===== src/rtl/mac_rst_seq_if.sv =====
// mac_rst_seq_if: violation request, access context and reset/log outputs of mac_rst_seq
interface mac_rst_seq_if;
    logic        viol;
    logic [15:0] pc;
    logic        data_en;
    logic [15:0] data_addr;
    logic        code_en;
    logic [15:0] code_addr;
    logic        clr;
    logic        sys_rst;
    logic        busy;
    logic [7:0]  viol_cnt;
    logic [15:0] viol_pc;
    logic [15:0] viol_addr;
    logic [1:0]  viol_kind;
    modport master (
        output viol, pc, data_en, data_addr, code_en, code_addr, clr,
        input  sys_rst, busy, viol_cnt, viol_pc, viol_addr, viol_kind
    );
    modport slave (
        input  viol, pc, data_en, data_addr, code_en, code_addr, clr,
        output sys_rst, busy, viol_cnt, viol_pc, viol_addr, viol_kind
    );
endinterface


===== src/rtl/mac_rst_seq.sv =====
// mac_rst_seq: turns memory-access violations into a timed system reset and logs the offending access
module mac_rst_seq #(
    parameter int HOLD_CYCLES  = 16,
    parameter int GUARD_CYCLES = 2
) (
    input  logic         clk,
    input  logic         reset_n,
    mac_rst_seq_if.slave bus
);
    typedef enum logic [1:0] {IDLE, HOLD, GUARD} state_t;
    state_t     state;
    logic [7:0] timer;
    // FSM, hold/guard timer and violation log; a capture overrides a same-cycle clear
    always_ff @(posedge clk or negedge reset_n) begin
        if (!reset_n) begin
            state         <= IDLE;
            timer         <= 8'd0;
            bus.sys_rst   <= 1'b0;
            bus.busy      <= 1'b0;
            bus.viol_cnt  <= 8'd0;
            bus.viol_pc   <= 16'h0000;
            bus.viol_addr <= 16'h0000;
            bus.viol_kind <= 2'b00;
        end else begin
            if (bus.clr) begin
                bus.viol_cnt  <= 8'd0;
                bus.viol_pc   <= 16'h0000;
                bus.viol_addr <= 16'h0000;
                bus.viol_kind <= 2'b00;
            end
            case (state)
                IDLE: if (bus.viol) begin
                    state         <= HOLD;
                    timer         <= 8'(HOLD_CYCLES - 1);
                    bus.sys_rst   <= 1'b1;
                    bus.busy      <= 1'b1;
                    bus.viol_pc   <= bus.pc;
                    bus.viol_addr <= bus.data_en ? bus.data_addr : bus.code_en ? bus.code_addr : 16'h0000;
                    bus.viol_kind <= {bus.code_en, bus.data_en};
                    bus.viol_cnt  <= bus.clr ? 8'd1 : bus.viol_cnt == 8'hFF ? 8'hFF : bus.viol_cnt + 8'd1;
                end
                HOLD: if (timer == 8'd0) begin
                    bus.sys_rst <= 1'b0;
                    if (GUARD_CYCLES > 0) begin
                        state <= GUARD;
                        timer <= 8'(GUARD_CYCLES - 1);
                    end else begin
                        state    <= IDLE;
                        bus.busy <= 1'b0;
                    end
                end else begin
                    timer <= timer - 8'd1;
                end
                GUARD: if (timer == 8'd0) begin
                    state    <= IDLE;
                    bus.busy <= 1'b0;
                end else begin
                    timer <= timer - 8'd1;
                end
                default: begin
                    state       <= IDLE;
                    timer       <= 8'd0;
                    bus.sys_rst <= 1'b0;
                    bus.busy    <= 1'b0;
                end
            endcase
        end
    end
endmodule


===== src/flat_wrapper.sv =====
// flat-port wrapper written by rule: the top's interface ports become plain ports
module mac_rst_seq_flat 
#(
    parameter int HOLD_CYCLES  = 16,
    parameter int GUARD_CYCLES = 2
)
  (clk, reset_n, bus_viol, bus_pc, bus_data_en, bus_data_addr, bus_code_en, bus_code_addr, bus_clr, bus_sys_rst, bus_busy, bus_viol_cnt, bus_viol_pc, bus_viol_addr, bus_viol_kind);
  mac_rst_seq_if bus_i ();
  input  logic clk;
  input  logic reset_n;
  input wire logic [$bits(bus_i.viol)-1:0] bus_viol;
  input wire logic [$bits(bus_i.pc)-1:0] bus_pc;
  input wire logic [$bits(bus_i.data_en)-1:0] bus_data_en;
  input wire logic [$bits(bus_i.data_addr)-1:0] bus_data_addr;
  input wire logic [$bits(bus_i.code_en)-1:0] bus_code_en;
  input wire logic [$bits(bus_i.code_addr)-1:0] bus_code_addr;
  input wire logic [$bits(bus_i.clr)-1:0] bus_clr;
  output wire logic [$bits(bus_i.sys_rst)-1:0] bus_sys_rst;
  output wire logic [$bits(bus_i.busy)-1:0] bus_busy;
  output wire logic [$bits(bus_i.viol_cnt)-1:0] bus_viol_cnt;
  output wire logic [$bits(bus_i.viol_pc)-1:0] bus_viol_pc;
  output wire logic [$bits(bus_i.viol_addr)-1:0] bus_viol_addr;
  output wire logic [$bits(bus_i.viol_kind)-1:0] bus_viol_kind;
  assign bus_i.viol = bus_viol;
  assign bus_i.pc = bus_pc;
  assign bus_i.data_en = bus_data_en;
  assign bus_i.data_addr = bus_data_addr;
  assign bus_i.code_en = bus_code_en;
  assign bus_i.code_addr = bus_code_addr;
  assign bus_i.clr = bus_clr;
  assign bus_sys_rst = bus_i.sys_rst;
  assign bus_busy = bus_i.busy;
  assign bus_viol_cnt = bus_i.viol_cnt;
  assign bus_viol_pc = bus_i.viol_pc;
  assign bus_viol_addr = bus_i.viol_addr;
  assign bus_viol_kind = bus_i.viol_kind;
  mac_rst_seq #(.HOLD_CYCLES(HOLD_CYCLES), .GUARD_CYCLES(GUARD_CYCLES)) u_core (.clk(clk), .reset_n(reset_n), .bus(bus_i));
endmodule

===== config.mk =====
export PLATFORM = sky130hd
export DESIGN_NAME = mac_rst_seq_flat
export DESIGN_NICKNAME = d
export VERILOG_FILES = /design/src/rtl/mac_rst_seq_if.sv /design/src/rtl/mac_rst_seq.sv /design/src/flat_wrapper.sv
export SDC_FILE = /design/constraint.sdc
export NUM_CORES = 1
export LEC_CHECK = 0
export CAP_MARGIN = 10
export CELL_PAD_IN_SITES_DETAIL_PLACEMENT = 1
export CELL_PAD_IN_SITES_GLOBAL_PLACEMENT = 2
export CORE_UTILIZATION = 28
export CTS_CLUSTER_DIAMETER = 80
export DETAILED_ROUTE_END_ITERATION = 12
export HOLD_SLACK_MARGIN = 0.15
export PLACE_DENSITY_LB_ADDON = 0.1
export SETUP_SLACK_MARGIN = 0.5
export SKIP_CTS_REPAIR_TIMING = 1
export SYNTH_ARGS = -nofsm -noshare
export SYNTH_HDL_FRONTEND = slang
export SYNTH_SLANG_ARGS = --single-unit

===== constraint.sdc =====
create_clock -name clk -period 3.9 [get_ports clk]
set_input_delay 1.17 -clock clk [delete_from_list [all_inputs] [get_ports clk]]
set_output_delay 1.17 -clock clk [all_outputs]
set_load 0.01 [all_outputs]

==> flow_summary.toml, run 1 <==
[synthesis]
synth_cell_type_count = 47
netlist.area_leader.share_pct = 51.0
synthArstFlopShare_pct = 100
yosysSeqAreaShare_pct = 51.0
synth.area.top_cells = "dfrtp_1 (51%), nand2_1 (11%), nand3b_1 (5.1%), a22oi_1 (4.5%), a21oi_1 (2.3%)"
syn_avg_cell_area_um2 = 9.46
synth_edf_count = 0
syn-instance-count = 280
yosys_warnings = 0
syn_area_mm2 = 0.00265
ys_ff_latch = 54
yosysTopAreaCell = "dfrtp_1"
synthFlopType = "dfrtp_1"
syn-num-nets = 337

[sta]
period_share_pct = 76.0
setup_violations = 0
worst_slew_pin_slew_ps = 1110
fmax_mhz = 337
worst_slack_ps = 936
slew_headroom_pct = 25.5
finalSetupTns_ps = 0
min_period_ps = 2960
hold_violations = 0
grt_setup_unrepaired = "no"
slew_viol_final = 0
clock_skew_ps = 8.64

[drt]
ant_nets = 0
routed_wl_um = 7720
wire_per_inst_um = 15.9
dr.pass1.iters = 4
vias = 2405
route.detailed.drc = 0
drt_iter0_markers = 68
via_per_inst = 4.95

[run]
drv_cap = 0

[critical_path]
path_cells = "clkdlybuf4s50_1 -> nor3b_4 -> buf_4 -> nor2_1 -> a21o_1"
crit_type = "input pin to register"
reg2reg_depth = 4
r2r_slack_ps = 1790
worstReg2RegStart = "u_core.timer[2]"
slowest_delay_ps = 840
cp_num_buf_inv = 2
required_ps = 4140
arrival_ps = 3210
crit_family = "simple AND/OR/NAND/NOR gates"
cp-end-kind = "register"
critPathMaxFanout = 17
cp-endpoint = "u_core.bus.viol_kind[0]"
critPathSlowestCell = "nor2_1"
startpoint_type = "input pin"
startpoint = "bus_viol"
r2r-end = "u_core.timer[0]"
crit_cells = 5

[placed_design]
place_congestion = 0.725
dpl_worst_slack_ps = 563
placedCellCount = 478
port_buffers = 97
hpwlAfterDp_um = 5500

[power]
switching_share_pct = 20.6
seqPwrFrac_pct = 55.2
p_per_area_mw_per_mm2 = 265
ir_drop_v = 0.000150
power.switching_uw = 209
clkPwrFrac_pct = 36.7
combPwrFrac_pct = 8.1
p_leak_nw = 1.71
intPower_uw = 806
finalPower_mw = 1.01

[global_route]
grt_pass1_vias = 2534
grt_max_degree = 27
grt_pass1_wl_um = 12800
antenna_found_initial = 0
grt_overflow_total = 0
track_usage_pct = 16.3

[run_status]
status = "complete, no violations"

[finish]
fin_nets = 431
drive_above_1_share_pct = 5.07
antenna_cells = 0
area_growth_pct = 44.3
final_common_cell = "clkdlybuf4s50_1"
final_cell_mix = "clkdlybuf4s50_1 (96), nand2_1 (75), dfrtp_1 (54)"
fin_cells = 486

[min_path]
hold_class = "register to register"

[clock_tree]
cts_buffers = 5
clockBufferDepth = 2
cts_root_buf = "clkbuf_8"
clkSinkCount = 54
cts_tree = "built"
htree_num_levels = 2
clkTransAtPathRegs_ps = 90
clk_latency_ps = 300

[floorplanning]
fp.dieW_um = 99.3
core_area_mm2 = 0.00920
boundaryPins = 98
rows = 35
die_area_mm2 = 0.00986
die_h_um = 99.3
start_util_pct = 28.8
[synth_stat cells (2+ instances only)]
library cell / count
nand2_1: 75
dfrtp_1: 54
nand3b_1: 18
a22oi_1: 16
a21oi_1: 12
nor2_1: 11
inv_1: 9
clkbuf_1: 7
a31oi_1: 5
buf_2: 5
o21ai_0: 5
mux2i_1: 4
o211ai_1: 4
buf_6: 3
ha_1: 3
nand2b_1: 3
nand4_1: 3
nor3_1: 3
or3_1: 3
xnor2_1: 3
xor2_1: 3
and3_1: 2
nand3_1: 2
nor2b_1: 2
nor4_1: 2
or4_1: 2
[worst min path at each step]
| stage | end | slack, ps | cells after the start | start |
|---|---|---|---|---|
| 3_3_place_gp | u_core.bus.viol_addr[3] | 450 | 2 | u_core.bus.viol_addr[3] |
| 4_1_cts | u_core.bus.viol_addr[11] | 480 | 2 | u_core.bus.viol_addr[11] |
| 3_5_place_dp | u_core.bus.viol_addr[11] | 460 | 2 | u_core.bus.viol_addr[11] |
| 2_1_floorplan | u_core.bus.viol_addr[0] | 510 | 2 | u_core.bus.viol_addr[0] |
| 6_report | u_core.bus.viol_addr[11] | 480 | 2 | u_core.bus.viol_addr[11] |
| 5_1_grt | u_core.bus.viol_addr[3] | 510 | 2 | u_core.bus.viol_addr[3] |
[logic make-up (layout without fill, tap and decap cells)]
logic type,Yosys count,in the layout,synth area share [%]
simple gates,135,135,26.1
fa+ha+maj,3,3,1.42
mux,4,4,1.51
xor+xnor,6,6,1.98
flops,54,54,51.0
buf+inv,25,120,4.63
compound gates,53,53,13.4
[through the flow]
step | area (µm²) | hold slack, ps | utilization (%)
finish | 3820 | 476 | 41.6
CTS | 3820 | 482 | 41.6
detailed placement | 3720 | 461 | 40.4
global placement | 3720 | 449 | 40.4
floorplan | 2650 | 507 | -
global route | 3820 | 511 | 41.6
[per-layer routing]
| metal | GRT usage, % | share of wire [%] | wire length, µm |
|---|---|---|---|
| met1 | 21.5 | 46 | 3560 |
| met2 | 26.4 | 47 | 3590 |
| met3 | 4.99 | 6.3 | 489 |
| met4 | 3.73 | 0.97 | 75 |
| met5 | 0 | 0 | 0 |
[registers in the layout, summed over array words and instances, names as in the netlist]
| register | cells |
|---|---|
| u_core.bus.busy | 1 |
| u_core.bus.sys_rst | 1 |
| u_core.bus.viol_addr | 16 |
| u_core.bus.viol_cnt | 8 |
| u_core.bus.viol_kind | 2 |
| u_core.bus.viol_pc | 16 |
| u_core.state | 2 |
| u_core.timer | 8 |
[power by group through the flow]
stage | Combinational (mW) | Clock, mW | Sequential (mW)
floorplan | 0.00965 | 0 | 0.572
global placement | 0.0823 | 0 | 0.572
detailed placement | 0.0836 | 0 | 0.572
CTS | 0.0842 | 0.393 | 0.561
global route | 0.0888 | 0.409 | 0.561
finish | 0.0820 | 0.372 | 0.560
[layout make-up]
| cell class | instances | area [µm²] |
|---|---|---|
| well taps | 111 | 139 |
| inverters | 9 | 33.8 |
| fillers | 1057 | 5370 |
| clock inverters | 1 | 30.0 |
| repair buffers | 103 | 1010 |
| multi-input cells | 201 | 1180 |
| clock buffers | 7 | 76.3 |
| flip-flops and latches | 54 | 1350 |
[worst reg2reg max path: stages (launching register included)]
cell and delay (ps):
dfrtp_1 480, or4_4 600, nor3_4 500, a21oi_1 140, o221a_2 290
Note: power is estimated with default switching activity, not from simulation.
==> run 2: changes to the inputs <==
- CORE_UTILIZATION: 28 -> 26
- clock period: 3.9 -> 2.9 ns (I/O delays scaled with it)
==> run 2 against run 1 <==
Net effect: sequential share of layout area down 1.1 points; die area up 7.5%; setup slack worse by 280 ps; clock-buffer cell count down 1; largest cell class unchanged; core utilization down 1.4 points; register-to-register slack worse by 1000 ps; flip-flop and latch count unchanged; worst hold slack worse by 2.6 ps.
==> flow_summary.toml, run 2 (synthesized netlist as in run 1, its figures left out) <==
[run_status]
status = "complete, no violations"

[clock_tree]
clkTransAtPathRegs_ps = 100
clk_latency_ps = 310
cts_buffers = 5
clkSinkCount = 54
cts_root_buf = "clkbuf_8"
cts_tree = "built"
clockBufferDepth = 2
htree_num_levels = 2

[placed_design]
dpl_worst_slack_ps = 67.2
port_buffers = 97
placedCellCount = 503
hpwlAfterDp_um = 5590
place_congestion = 0.726

[drt]
route.detailed.drc = 0
vias = 2443
routed_wl_um = 7870
wire_per_inst_um = 15.3
dr.pass1.iters = 4
drt_iter0_markers = 67
via_per_inst = 4.74
ant_nets = 0

[power]
finalPower_mw = 1.40
p_per_area_mw_per_mm2 = 354
ir_drop_v = 0.000165
p_leak_nw = 1.78

[global_route]
grt_overflow_total = 0
grt_pass1_vias = 2482
antenna_found_initial = 0
track_usage_pct = 15.4
grt_pass1_wl_um = 12600
grt_max_degree = 35

[finish]
area_growth_pct = 48.9
fin_cells = 515
drive_above_1_share_pct = 7.33
fill_cells = 1182
final_cell_mix = "clkdlybuf4s50_1 (95), nand2_1 (75), dfrtp_1 (54)"
top_regs = "u_core.bus.viol_addr: 16 flops, u_core.bus.viol_pc: 16 flops"
final_common_cell = "clkdlybuf4s50_1"
fin_nets = 439
antenna_cells = 0

[sta]
grt_setup_unrepaired = "no"
slew_viol_final = 0
period_share_pct = 77.3
fmax_mhz = 446
worst_slew_pin_slew_ps = 579
worst_slack_ps = 658
slew_headroom_pct = 61.3
worst_hold_slack_ps = 473
clock_skew_ps = 4.72
finalSetupTns_ps = 0
hold_violations = 0
min_period_ps = 2240
setup_violations = 0

[critical_path]
required_ps = 2030
arrival_ps = 1370
slowest_delay_ps = 580
critPathSlowestCell = "clkdlybuf4s50_1"
crit_family = "buffers and inverters"
critPathMaxFanout = 7
reg2reg_depth = 4
crit_cells = 1
cp_num_buf_inv = 1
path_cells = "clkdlybuf4s50_1"
worstReg2RegStart = "u_core.timer[2]"
startpoint = "u_core.bus.viol_cnt[5]"
crit_type = "register to output pin"
startpoint_type = "register"
cp-end-kind = "output pin"

[floorplanning]
core_area_mm2 = 0.00982
fp.dieW_um = 103
boundaryPins = 98
start_util_pct = 27.0
die_h_um = 103
rows = 36
die_area_mm2 = 0.0106

[min_path]
hold_class = "register to register"
hp-start = "u_core.bus.viol_addr[6]"
holdPathStages = 2

[run]
drv_cap = 0
[run 2: layer usage]
metal / part of all wire, % / GRT usage (%) / up-vias
met2: 48 / 25.9 / 64
met1: 46 / 20.1 / 1207
li1: - / - / 1170
met5: 0 / 0 / -
met4: 0.30 / 2.93 / 0
met3: 5.5 / 3.73 / 2
[run 2: final cells by class]
type / instances / area, µm² / area share (%)
tap: 133 / 166 / 4.22
timing repair buffer: 111 / 1100 / 27.8
sequential: 54 / 1350 / 34.3
multi-input combinational: 201 / 1180 / 30.0
inverter: 9 / 33.8 / 0.856
clock buffer: 6 / 82.6 / 2.09
clock inverter: 1 / 30.0 / 0.761
[run 2: path summary, 6_finish.rpt]
path / end / slack [ps]
setup / recovery: bus_viol_cnt[5] / 660
hold / removal: u_core.bus.viol_addr[6] / 470
setup reg to reg: u_core.timer[0] / 780
hold reg to reg: u_core.bus.viol_addr[6] / 470
max in group asynchronous: u_core.bus.viol_addr[5] / 1800
min in group asynchronous: u_core.timer[2] / 530
[run 2: stage by stage]
stage                     area (µm²)  util [%]
after floorplan                 2650         -
after global placement          3790      38.6
after detailed placement        3790      38.6
after CTS                       3910      39.8
after global routing            3950      40.2
final                           3950      40.2
[run 2: where the power goes]
| part | leakage [nW] | internal, mW | switching [mW] | total, mW |
|---|---|---|---|---|
| logic | 0.998 | 0.0733 | 0.0385 | 0.112 |
| clock network | 0.0573 | 0.277 | 0.255 | 0.532 |
| registers | 0.722 | 0.753 | 0.000674 | 0.754 |
[run 2: worst register-to-register path, stage by stage (launching register included)]
cell and delay, ps:
dfrtp_1 480, or4_4 600, nor3_4 520, a21oi_1 140, o221a_2 290
